===== src/rtl/clock_counter_bank_if.sv =====
`default_nettype none
// +----------------------------------------------------------------------------+
// | Module  : clock_counter_bank_if                                            |
// | Brief   : Control/readout bundle for the multi-channel cycle counter bank  |
// | Revision: 1.0 - initial release                                            |
// +----------------------------------------------------------------------------+
interface clock_counter_bank_if #(
  parameter int COUNTER_LENGTH = 64,
  parameter int NUM_CH         = 4
);
  logic [NUM_CH-1:0]                START;
  logic [NUM_CH-1:0]                STOP;
  logic [NUM_CH-1:0]                CLEAR;
  logic                             CAPTURE;
  logic [COUNTER_LENGTH-1:0]        THRESHOLD;
  logic [NUM_CH*COUNTER_LENGTH-1:0] COUNT;
  logic [NUM_CH*COUNTER_LENGTH-1:0] SNAP;
  logic                             SNAP_VALID;
  logic [NUM_CH-1:0]                RUNNING;
  logic [NUM_CH-1:0]                OVERFLOW;
  logic [NUM_CH-1:0]                MATCH;

  modport master (
    output START, STOP, CLEAR, CAPTURE, THRESHOLD,
    input  COUNT, SNAP, SNAP_VALID, RUNNING, OVERFLOW, MATCH
  );

  modport slave (
    input  START, STOP, CLEAR, CAPTURE, THRESHOLD,
    output COUNT, SNAP, SNAP_VALID, RUNNING, OVERFLOW, MATCH
  );
endinterface
`default_nettype wire


===== src/rtl/clock_counter_bank.sv =====
`default_nettype none
// +----------------------------------------------------------------------------+
// | Module  : clock_counter_bank                                               |
// | Brief   : NUM_CH independent cycle counters with coherent global snapshot  |
// | Revision: 1.0 - initial release                                            |
// +----------------------------------------------------------------------------+
module clock_counter_bank #(
  parameter int COUNTER_LENGTH = 64,
  parameter int NUM_CH         = 4,
  parameter int SATURATE       = 0
) (
  input  wire logic            CLOCK,
  input  wire logic            RESET,
  clock_counter_bank_if.slave  bus
);

  localparam logic [COUNTER_LENGTH-1:0] C_ALL_ONES = '1;
  localparam logic [COUNTER_LENGTH-1:0] C_ONE      = {{(COUNTER_LENGTH-1){1'b0}}, 1'b1};

  typedef enum logic [0:0] {
    ST_IDLE = 1'b0,
    ST_RUN  = 1'b1
  } state_t;

  logic [NUM_CH*COUNTER_LENGTH-1:0] w_count;
  logic [NUM_CH-1:0]                w_running;
  logic [NUM_CH-1:0]                w_overflow;
  logic [NUM_CH-1:0]                w_match;
  logic [NUM_CH*COUNTER_LENGTH-1:0] r_snap;
  logic                             r_snap_valid;

  for (genvar i = 0; i < NUM_CH; i++) begin : g_ch
    state_t                    r_state;
    logic [COUNTER_LENGTH-1:0] r_count;
    logic                      r_ovf;
    logic                      r_match;
    logic                      w_inc;
    logic                      w_at_max;
    logic [COUNTER_LENGTH-1:0] w_next;

    // An increment needs the channel already running and no stop/clear this edge
    assign w_inc    = (r_state == ST_RUN) && !bus.STOP[i] && !bus.CLEAR[i];
    assign w_at_max = (r_count == C_ALL_ONES);
    assign w_next   = r_count + C_ONE;

    always_ff @(posedge CLOCK) begin
      if (RESET) begin
        r_state <= ST_IDLE;
        r_count <= '0;
        r_ovf   <= 1'b0;
        r_match <= 1'b0;
      end else begin
        case (r_state)
          ST_IDLE: if (bus.START[i] && !bus.STOP[i]) r_state <= ST_RUN;
          ST_RUN:  if (bus.STOP[i])                  r_state <= ST_IDLE;
          default:                                   r_state <= ST_IDLE;
        endcase

        r_match <= 1'b0;
        if (bus.CLEAR[i]) begin
          r_count <= '0;
          r_ovf   <= 1'b0;
        end else if (w_inc) begin
          if (w_at_max) begin
            r_ovf <= 1'b1;
            // Saturating channels hold all-ones, so no new value and no match
            if (SATURATE == 0) begin
              r_count <= '0;
              r_match <= (bus.THRESHOLD == '0);
            end
          end else begin
            r_count <= w_next;
            r_match <= (w_next == bus.THRESHOLD);
          end
        end
      end
    end

    assign w_count[i*COUNTER_LENGTH +: COUNTER_LENGTH] = r_count;
    assign w_running[i]  = (r_state == ST_RUN);
    assign w_overflow[i] = r_ovf;
    assign w_match[i]    = r_match;
  end

  // Snapshot takes the pre-edge counts of every channel, so a same-edge clear is not seen
  always_ff @(posedge CLOCK) begin
    if (RESET) begin
      r_snap       <= '0;
      r_snap_valid <= 1'b0;
    end else begin
      r_snap_valid <= bus.CAPTURE;
      if (bus.CAPTURE) r_snap <= w_count;
    end
  end

  assign bus.COUNT      = w_count;
  assign bus.SNAP       = r_snap;
  assign bus.SNAP_VALID = r_snap_valid;
  assign bus.RUNNING    = w_running;
  assign bus.OVERFLOW   = w_overflow;
  assign bus.MATCH      = w_match;

endmodule
`default_nettype wire

===== src/flat_wrapper.sv =====
// flat-port wrapper written by rule: the top's interface ports become plain ports
module clock_counter_bank_flat 
#(
  parameter int COUNTER_LENGTH = 64,
  parameter int NUM_CH         = 4,
  parameter int SATURATE       = 0
)
  (CLOCK, RESET, bus_START, bus_STOP, bus_CLEAR, bus_CAPTURE, bus_THRESHOLD, bus_COUNT, bus_SNAP, bus_SNAP_VALID, bus_RUNNING, bus_OVERFLOW, bus_MATCH);
  clock_counter_bank_if #(.COUNTER_LENGTH(COUNTER_LENGTH), .NUM_CH(NUM_CH)) bus_i ();
  input  wire logic CLOCK;
  input  wire logic RESET;
  input wire logic [$bits(bus_i.START)-1:0] bus_START;
  input wire logic [$bits(bus_i.STOP)-1:0] bus_STOP;
  input wire logic [$bits(bus_i.CLEAR)-1:0] bus_CLEAR;
  input wire logic [$bits(bus_i.CAPTURE)-1:0] bus_CAPTURE;
  input wire logic [$bits(bus_i.THRESHOLD)-1:0] bus_THRESHOLD;
  output wire logic [$bits(bus_i.COUNT)-1:0] bus_COUNT;
  output wire logic [$bits(bus_i.SNAP)-1:0] bus_SNAP;
  output wire logic [$bits(bus_i.SNAP_VALID)-1:0] bus_SNAP_VALID;
  output wire logic [$bits(bus_i.RUNNING)-1:0] bus_RUNNING;
  output wire logic [$bits(bus_i.OVERFLOW)-1:0] bus_OVERFLOW;
  output wire logic [$bits(bus_i.MATCH)-1:0] bus_MATCH;
  assign bus_i.START = bus_START;
  assign bus_i.STOP = bus_STOP;
  assign bus_i.CLEAR = bus_CLEAR;
  assign bus_i.CAPTURE = bus_CAPTURE;
  assign bus_i.THRESHOLD = bus_THRESHOLD;
  assign bus_COUNT = bus_i.COUNT;
  assign bus_SNAP = bus_i.SNAP;
  assign bus_SNAP_VALID = bus_i.SNAP_VALID;
  assign bus_RUNNING = bus_i.RUNNING;
  assign bus_OVERFLOW = bus_i.OVERFLOW;
  assign bus_MATCH = bus_i.MATCH;
  clock_counter_bank #(.COUNTER_LENGTH(COUNTER_LENGTH), .NUM_CH(NUM_CH), .SATURATE(SATURATE)) u_core (.CLOCK(CLOCK), .RESET(RESET), .bus(bus_i));
endmodule

===== config.mk =====
export PLATFORM = sky130hd
export DESIGN_NAME = clock_counter_bank_flat
export DESIGN_NICKNAME = d
export VERILOG_FILES = /design/src/rtl/clock_counter_bank_if.sv /design/src/rtl/clock_counter_bank.sv /design/src/flat_wrapper.sv
export SDC_FILE = /design/constraint.sdc
export NUM_CORES = 1
export LEC_CHECK = 0
export ABC_AREA = 1
export CAP_MARGIN = 15
export CORE_AREA = 2 2 245 429
export CTS_CLUSTER_DIAMETER = 50
export DETAILED_ROUTE_END_ITERATION = 8
export DIE_AREA = 0 0 247 431
export PLACE_DENSITY_LB_ADDON = 0.25
export SYNTH_ARGS = -nofsm -noshare
export SYNTH_HDL_FRONTEND = slang
export SYNTH_SLANG_ARGS = --single-unit

===== constraint.sdc =====
create_clock -name CLOCK -period 4.1 [get_ports CLOCK]
set_clock_uncertainty 0.05 [all_clocks]
set_input_delay 0.82 -clock CLOCK [delete_from_list [all_inputs] [get_ports CLOCK]]
set_output_delay 0.82 -clock CLOCK [all_outputs]
set_load 0.01 [all_outputs]

==> results.py, run 1 <==
metrics = {
    "floorplanning": {
        "die_area_mm2": 0.106,
        "num_io_pins": 604,
        "dieWidth_um": 247,
        "core_mm2": 0.103,
        "initial_core_util_pct": 31.8,
        "row_count": 156,
        "die_height_um": 431,
    },
    "pwr": {
        "p_per_area_mw_per_mm2": 306,
        "leakagePower_uw": 0.0159,
        "irDropWorstVdd_uv": 316,
        "power.total_uw": 13400,
    },
    "synth": {
        "synthCells": 5511,
        "synth_warnings": 0,
        "ys_top_cells_by_area": "dfxtp_1, nand2_1, nand3_1, nor2_1, a21oi_1",
        "synthTopCellsByCount": "nand2_1, nor2_1, nand3_1",
        "ys_ff_latch": 525,
        "synth.most_common_cell": "nand2_1",
        "synth_top_area_share_pct": 32.1,
        "yosysTopAreaCell": "dfxtp_1",
        "syn_area_per_cell_um2": 5.94,
        "synth_edf_count": 0,
        "synthFlopType": "dfxtp_1",
        "synth.net_count": 5594,
        "synthArstFlopShare_pct": 0,
        "synthDistinctLibCells": 42,
        "netlist_area_mm2": 0.0328,
        "yosysSeqAreaShare_pct": 32.1,
    },
    "worst_setup_path": {
        "crit_chain": "clkdlybuf4s50_1 -> inv_1 -> nand3_1 -> nand2_1 -> nor2_1 -> buf_4 -> nand2_1 -> nor2_1 -> nand3_1 -> nor2_1 -> nand2_1 -> a21oi_2",
        "r2r_end": "u_core.g_ch[2].r_match$_SDFF_PP0_",
        "r2r-start": "u_core.g_ch[2].r_count[0]$_SDFFE_PP0P_",
        "cp.arrival_ns": 4.16,
        "critPathMaxStageDelay_ns": 1.04,
        "reg2reg_slack_ns": 0.73,
        "cp_max_fo": 5,
        "required_ns": 4.69,
        "cp_slowest_cell": "clkdlybuf4s50_1",
        "crit_type": "in2reg",
        "critical_path.endpoint_type": "register",
        "reg2reg_depth": 13,
        "start_kind": "primary input",
    },
    "timing": {
        "setup-violations-final": 0,
        "whs_ns": 0.444,
        "max_freq_mhz": 280,
        "worst_pin_slew_ns": 0.987,
        "slew_headroom_pct": 34.1,
        "rsz0062_at_grt": "no",
        "hold_violations": 0,
        "fin_crit_sh_pct": 87.2,
        "slew_viol_final": 0,
        "min_period_ns": 3.58,
    },
    "cells_and_area": {
        "areaGrowthSynthToFinish_pct": 33.6,
        "nFillCells": 11300,
        "final_layout_size_suffix_gt1_share_pct": 7.17,
        "nets": 6277,
    },
    "clock_tree": {
        "clock-root-buffer": "clkbuf_16",
        "cts_tree": "built",
        "ctsResizeCount": 0,
        "clk_latency_ns": 0.72,
        "h-tree-depth": 3,
        "clockBufferDepth": 3,
        "cts_hold_buf": 0,
        "clk_pin_slew_ns": 0.06,
        "cts_buffers": 71,
        "cts_sinks": 525,
        "cts_setup_buffers": 0,
    },
    "drt": {
        "detail-route-antenna-nets": 0,
        "firstDrtPassIters": 7,
        "avgViaCountPerCell": 5.57,
        "vias": 42400,
        "drc": 0,
        "wl_per_cell_um": 29.2,
        "wl_um": 222000,
        "drt_iter0_drc": 4982,
    },
    "global_route": {
        "top_usage_layer": "met2",
        "grt_usage_pct": 40.4,
        "grt_first_pass_wirelength_um": 300000,
        "grt_overflow": 0,
        "use_met3_pct": 8.16,
        "grt_max_degree": 146,
        "grt_use_met1_pct": 46.1,
        "met2_usage_pct": 62.1,
        "antenna_found_initial": 26,
        "grt_pass1_vias": 39000,
    },
    "run_status": {
        "status": "complete, no violations",
    },
    "job": {
        "max-cap-violations": 0,
    },
    "place": {
        "port_buffers": 603,
        "dpl.hpwl_um": 176000,
        "place_congestion": 1.08,
    },
    "min_path": {
        "holdCritStartpoint": "u_core.g_ch[1].r_ovf$_SDFFE_PP0P_",
        "hold_path_end": "u_core.g_ch[1].r_ovf$_SDFFE_PP0P_",
        "min_path_type": "reg2reg",
        "hold_path_depth": 2,
    },
}
[power by group]
part           internal [µW]  leakage (µW)  switching [µW]
logic                    523        0.0105             981
clock network           3670       0.00116            2920
registers               5230       0.00427            64.4
[area by class of cell]
type                       instances  area, µm²  area share (%)
antenna                           18       45.0           0.103
timing repair buffer             799       7670            17.5
multi-input combinational       4340      19800            45.1
clock inverter                    46        463            1.06
tap                             1343       1680            3.84
inverter                         457       1720            3.93
sequential                       525      10500            24.0
clock buffer                      84       1910            4.36
[worst max-delay path: cells and delay by family]
kind | cells | cell delay [ns]
compound gates | 1 | 0.11
buf+inv | 3 | 1.82
simple gates | 8 | 1.40
[registers in the layout (all words and copies together) (netlist names)]
register	count
u_core.bus.SNAP	256
u_core.g_ch.r_state	4
u_core.g_ch.r_ovf	4
u_core.g_ch.r_match	4
u_core.g_ch.r_count	256
u_core.bus.SNAP_VALID	1
[how the worst max path moves through the flow]
| stage | from | end | depth (start not counted) | slack (ns) |
|---|---|---|---|---|
| global placement | bus_THRESHOLD[17] | u_core.g_ch[2].r_match$_SDFF_PP0_ | 12 | -0.07 |
| floorplan | bus_STOP[0] | u_core.g_ch[0].r_count[23]$_SDFFE_PP0P_ | 7 | 1.78 |
| CTS | bus_THRESHOLD[17] | u_core.g_ch[2].r_match$_SDFF_PP0_ | 12 | 0.69 |
| global route | u_core.g_ch[2].r_count[13]$_SDFFE_PP0P_ | u_core.g_ch[2].r_match$_SDFF_PP0_ | 17 | 0.64 |
| finish | bus_THRESHOLD[17] | u_core.g_ch[2].r_match$_SDFF_PP0_ | 12 | 0.52 |
| detailed placement | bus_THRESHOLD[17] | u_core.g_ch[2].r_match$_SDFF_PP0_ | 12 | -0.03 |
[layout by cell type (no fill, tap or decap), types with 14 or more instances in the layout]
cell type and n:
a21oi_1 501, buf_4 183, clkbuf_16 73, clkdlybuf4s50_1 602
dfxtp_1 525, diode_2 18, inv_1 437, inv_2 14
inv_6 16, nand2_1 1861, nand2_2 27, nand3_1 646
nand4_1 77, nor2_1 685, nor2_2 44, nor2_4 22
nor3_1 15, o21ai_0 302, o21ai_1 24, xnor3_1 27
xor2_1 43
[metrics by stage]
step	instances	instance area, µm²	utilization, %	setup TNS, ns	worst slack (ns)
2_1_floorplan	5511	32800	-	0	1.78
3_3_place_gp	7464	41300	40.2	-0.0727	-0.0727
3_5_place_dp	7464	41300	40.2	-0.0326	-0.0326
4_1_cts	7594	43700	42.5	0	0.687
5_1_grt	7601	43700	42.5	0	0.638
6_report	7612	43800	42.5	0	0.525
[per-layer routing]
metal	routed length, µm	vias up	share of wire [%]
li1	-	19300	-
met1	79400	19700	36
met2	96900	2639	44
met3	20500	742	9.2
met4	25500	4	11
met5	31	-	0.014
[logic make-up after synthesis]
| group | Yosys count | share of synthesized area [%] |
|---|---|---|
| AND/OR/NAND/NOR | 3421 | 43.9 |
| buffers and inverters | 646 | 7.70 |
| AO/OA/AOI/OAI | 838 | 12.9 |
| flip-flops | 525 | 32.1 |
| XOR/XNOR | 77 | 3.26 |
| adder cells (fa/ha/maj) | 4 | 0.153 |
Note: power is estimated with default switching activity, not from simulation.
==> run 2: changes to the inputs <==
--- a/config.mk
+++ b/config.mk
@@ -7,11 +7,13 @@
 export LEC_CHECK = 0
 export ABC_AREA = 1
 export CAP_MARGIN = 15
+export CELL_PAD_IN_SITES_DETAIL_PLACEMENT = 0
+export CELL_PAD_IN_SITES_GLOBAL_PLACEMENT = 1
 export CORE_AREA = 2 2 245 429
 export CTS_CLUSTER_DIAMETER = 50
 export DETAILED_ROUTE_END_ITERATION = 8
 export DIE_AREA = 0 0 247 431
-export PLACE_DENSITY_LB_ADDON = 0.25
+export PLACE_DENSITY = 0.72
 export SYNTH_ARGS = -nofsm -noshare
 export SYNTH_HDL_FRONTEND = slang
 export SYNTH_SLANG_ARGS = --single-unit
==> constraint.sdc (replaced) <==
create_clock -name CLOCK -period 3.22 [get_ports CLOCK]
set_clock_uncertainty 0.05 [all_clocks]
set_input_delay 0.644 -clock CLOCK [delete_from_list [all_inputs] [get_ports CLOCK]]
set_output_delay 0.644 -clock CLOCK [all_outputs]
set_load 0.01 [all_outputs]
==> run 2 against run 1 <==
Non-clock buffer count increased by 207. Critical endpoint is now u_core.g_ch[1].r_match$_SDFF_PP0_. Design area increased by 3.5%. Combinational power increased by 33%. Utilization increased by 1.5 points. Die area unchanged. Highest routed layer unchanged. Count of clock-buffer cells in the layout increased by 2. Total power increased by 26%. Via count increased by 1.2%.
==> results.py, run 2 (synthesis gave the netlist of run 1 again) <==
metrics = {
    "drt": {
        "firstDrtPassIters": 8,
        "wl_um": 231000,
        "drt_iter0_drc": 4499,
        "drc": 0,
        "avgViaCountPerCell": 5.49,
        "wl_per_cell_um": 29.5,
        "vias": 42900,
        "detail-route-antenna-nets": 0,
    },
    "place": {
        "dpl.hpwl_um": 185000,
        "place_ws_ns": -0.210,
        "place_congestion": 1.06,
        "port_buffers": 603,
    },
    "global_route": {
        "grt_first_pass_wirelength_um": 311000,
        "antenna_found_initial": 24,
        "grt_pass1_vias": 40200,
        "grt_max_degree": 194,
        "top_usage_layer": "met2",
        "grt_overflow": 0,
        "grt_use_met1_pct": 48.3,
        "grt_usage_pct": 42.2,
        "met2_usage_pct": 66.3,
        "use_met3_pct": 6.80,
    },
    "worst_setup_path": {
        "reg2reg_depth": 16,
        "cp.arrival_ns": 3.64,
        "required_ns": 3.78,
        "reg2reg_slack_ns": 0.14,
        "crit_type": "reg2reg",
        "r2r-start": "u_core.g_ch[1].r_count[0]$_SDFFE_PP0P_",
        "cp_max_fo": 6,
        "critPathMaxStageDelay_ns": 0.46,
        "start_kind": "register",
        "r2r_end": "u_core.g_ch[1].r_match$_SDFF_PP0_",
        "crit_chain": "inv_1 -> nor2_4 -> nand2_1 -> nor2_4 -> nand2_1 -> nand2_1 -> nand2_1 -> nand2_1 -> nand2_1 -> nor2_1 -> nand2_1 -> nor2_1 -> nand2_1 -> nor2_1 -> nand3_1 -> a21oi_1",
        "critical_path.endpoint_type": "register",
        "critical_path.top_delay_family": "simple AND/OR/NAND/NOR gates",
        "cp_common_cell": "nand2_1",
        "path_buf_inv": 1,
        "cp_slowest_cell": "dfxtp_1",
    },
    "clock_tree": {
        "cts_sinks": 525,
        "clk_latency_ns": 0.68,
        "clock-root-buffer": "clkbuf_16",
        "h-tree-depth": 3,
        "cts_tree": "built",
        "cts_buffers": 70,
        "clockBufferDepth": 3,
        "clk_pin_slew_ns": 0.07,
        "cts_setup_buffers": 0,
        "ctsResizeCount": 0,
        "cts_hold_buf": 0,
    },
    "cells_and_area": {
        "final_layout_size_suffix_gt1_share_pct": 10.1,
        "nets": 6483,
        "areaGrowthSynthToFinish_pct": 38.2,
        "layout_commonest_cell": "nand2_1",
        "utilization_pct": 44.0,
        "layout_common_cells": "nand2_1, nor2_1, nand3_1",
    },
    "floorplanning": {
        "num_io_pins": 604,
        "initial_core_util_pct": 31.8,
        "dieWidth_um": 247,
        "die_area_mm2": 0.106,
        "row_count": 156,
        "die_height_um": 431,
        "core_mm2": 0.103,
    },
    "pwr": {
        "irDropWorstVdd_uv": 405,
        "p_per_area_mw_per_mm2": 372,
        "leakagePower_uw": 0.0169,
    },
    "timing": {
        "hold_violations": 0,
        "slew_headroom_pct": 39.9,
        "finalSetupTns_ns": 0,
        "slew_viol_final": 0,
        "fin_crit_sh_pct": 95.5,
        "worst_pin_slew_ns": 0.902,
        "rsz0062_at_grt": "no",
        "min_period_ns": 3.08,
        "setup-violations-final": 0,
        "max_freq_mhz": 325,
        "worst_slack_ns": 0.144,
    },
    "min_path": {
        "hold_path_end": "u_core.bus.SNAP[139]$_SDFFE_PP0P_",
        "min_path_type": "in2reg",
        "hold_path_depth": 2,
        "holdCritStartpoint": "bus_CAPTURE",
    },
    "run_status": {
        "status": "complete, no violations",
    },
    "job": {
        "max-cap-violations": 0,
    },
}
run 2: worst reg2reg max path, cell delays in order, from the launching register on:
cell     delay [ns]
dfxtp_1        0.46
inv_1          0.21
nor2_4         0.29
nand2_1        0.19
nor2_4         0.24
nand2_1        0.27
nand2_1        0.18
nand2_1        0.07
nand2_1        0.05
nand2_1        0.04
nor2_1         0.23
nand2_1        0.15
nor2_1         0.12
nand2_1        0.10
nor2_1         0.15
nand3_1        0.09
a21oi_1        0.13
run 2: worst max-delay path by stage:
stage / from / to / slack (ns) / depth (start not counted)
3_3_place_gp: bus_THRESHOLD[44] / u_core.g_ch[2].r_match$_SDFF_PP0_ / -0.19 / 11
6_report: u_core.g_ch[1].r_count[0]$_SDFFE_PP0P_ / u_core.g_ch[1].r_match$_SDFF_PP0_ / 0.14 / 16
4_1_cts: u_core.g_ch[1].r_count[0]$_SDFFE_PP0P_ / u_core.g_ch[1].r_match$_SDFF_PP0_ / 0.20 / 16
2_1_floorplan: u_core.g_ch[3].r_count[1]$_SDFFE_PP0P_ / u_core.g_ch[3].r_match$_SDFF_PP0_ / 0.96 / 14
5_1_grt: u_core.g_ch[1].r_count[0]$_SDFFE_PP0P_ / u_core.g_ch[1].r_match$_SDFF_PP0_ / 0.01 / 16
3_5_place_dp: bus_THRESHOLD[44] / u_core.g_ch[2].r_match$_SDFF_PP0_ / -0.21 / 11
run 2: final cells by class:
cell class,instances,area (µm²)
sequential,525,10500
clock inverter,38,365
inverter,457,1720
clock buffer,86,1890
tap,1343,1680
multi-input combinational,4340,19800
fill,11200,57600
timing repair buffer,1006,9300
antenna,17,42.5
run 2: metrics by stage:
step / hold slack [ns] / power (µW) / cells / instance area [µm²]
after floorplan: 0.388 / 7530 / 5511 / 32800
after CTS: 0.261 / 16900 / 7795 / 45200
after global routing: 0.298 / 17200 / 7801 / 45200
after detailed placement: 0.433 / 8810 / 7671 / 43000
after global placement: 0.418 / 8810 / 7671 / 43000
final: 0.282 / 16800 / 7812 / 45300
run 2: power by group:
part           leakage (µW)  total [µW]  internal [µW]  switching (µW)
sequential          0.00427        6740           6650            86.2
clock               0.00112        8100           4500            3600
combinational        0.0115        1990            692            1300
run 2: per-layer routing:
metal  wire (µm)  part of all wire [%]
met2      102000                    44
met4       26300                    11
met1       84600                    37
met3       17400                   7.5
met5          44                 0.019
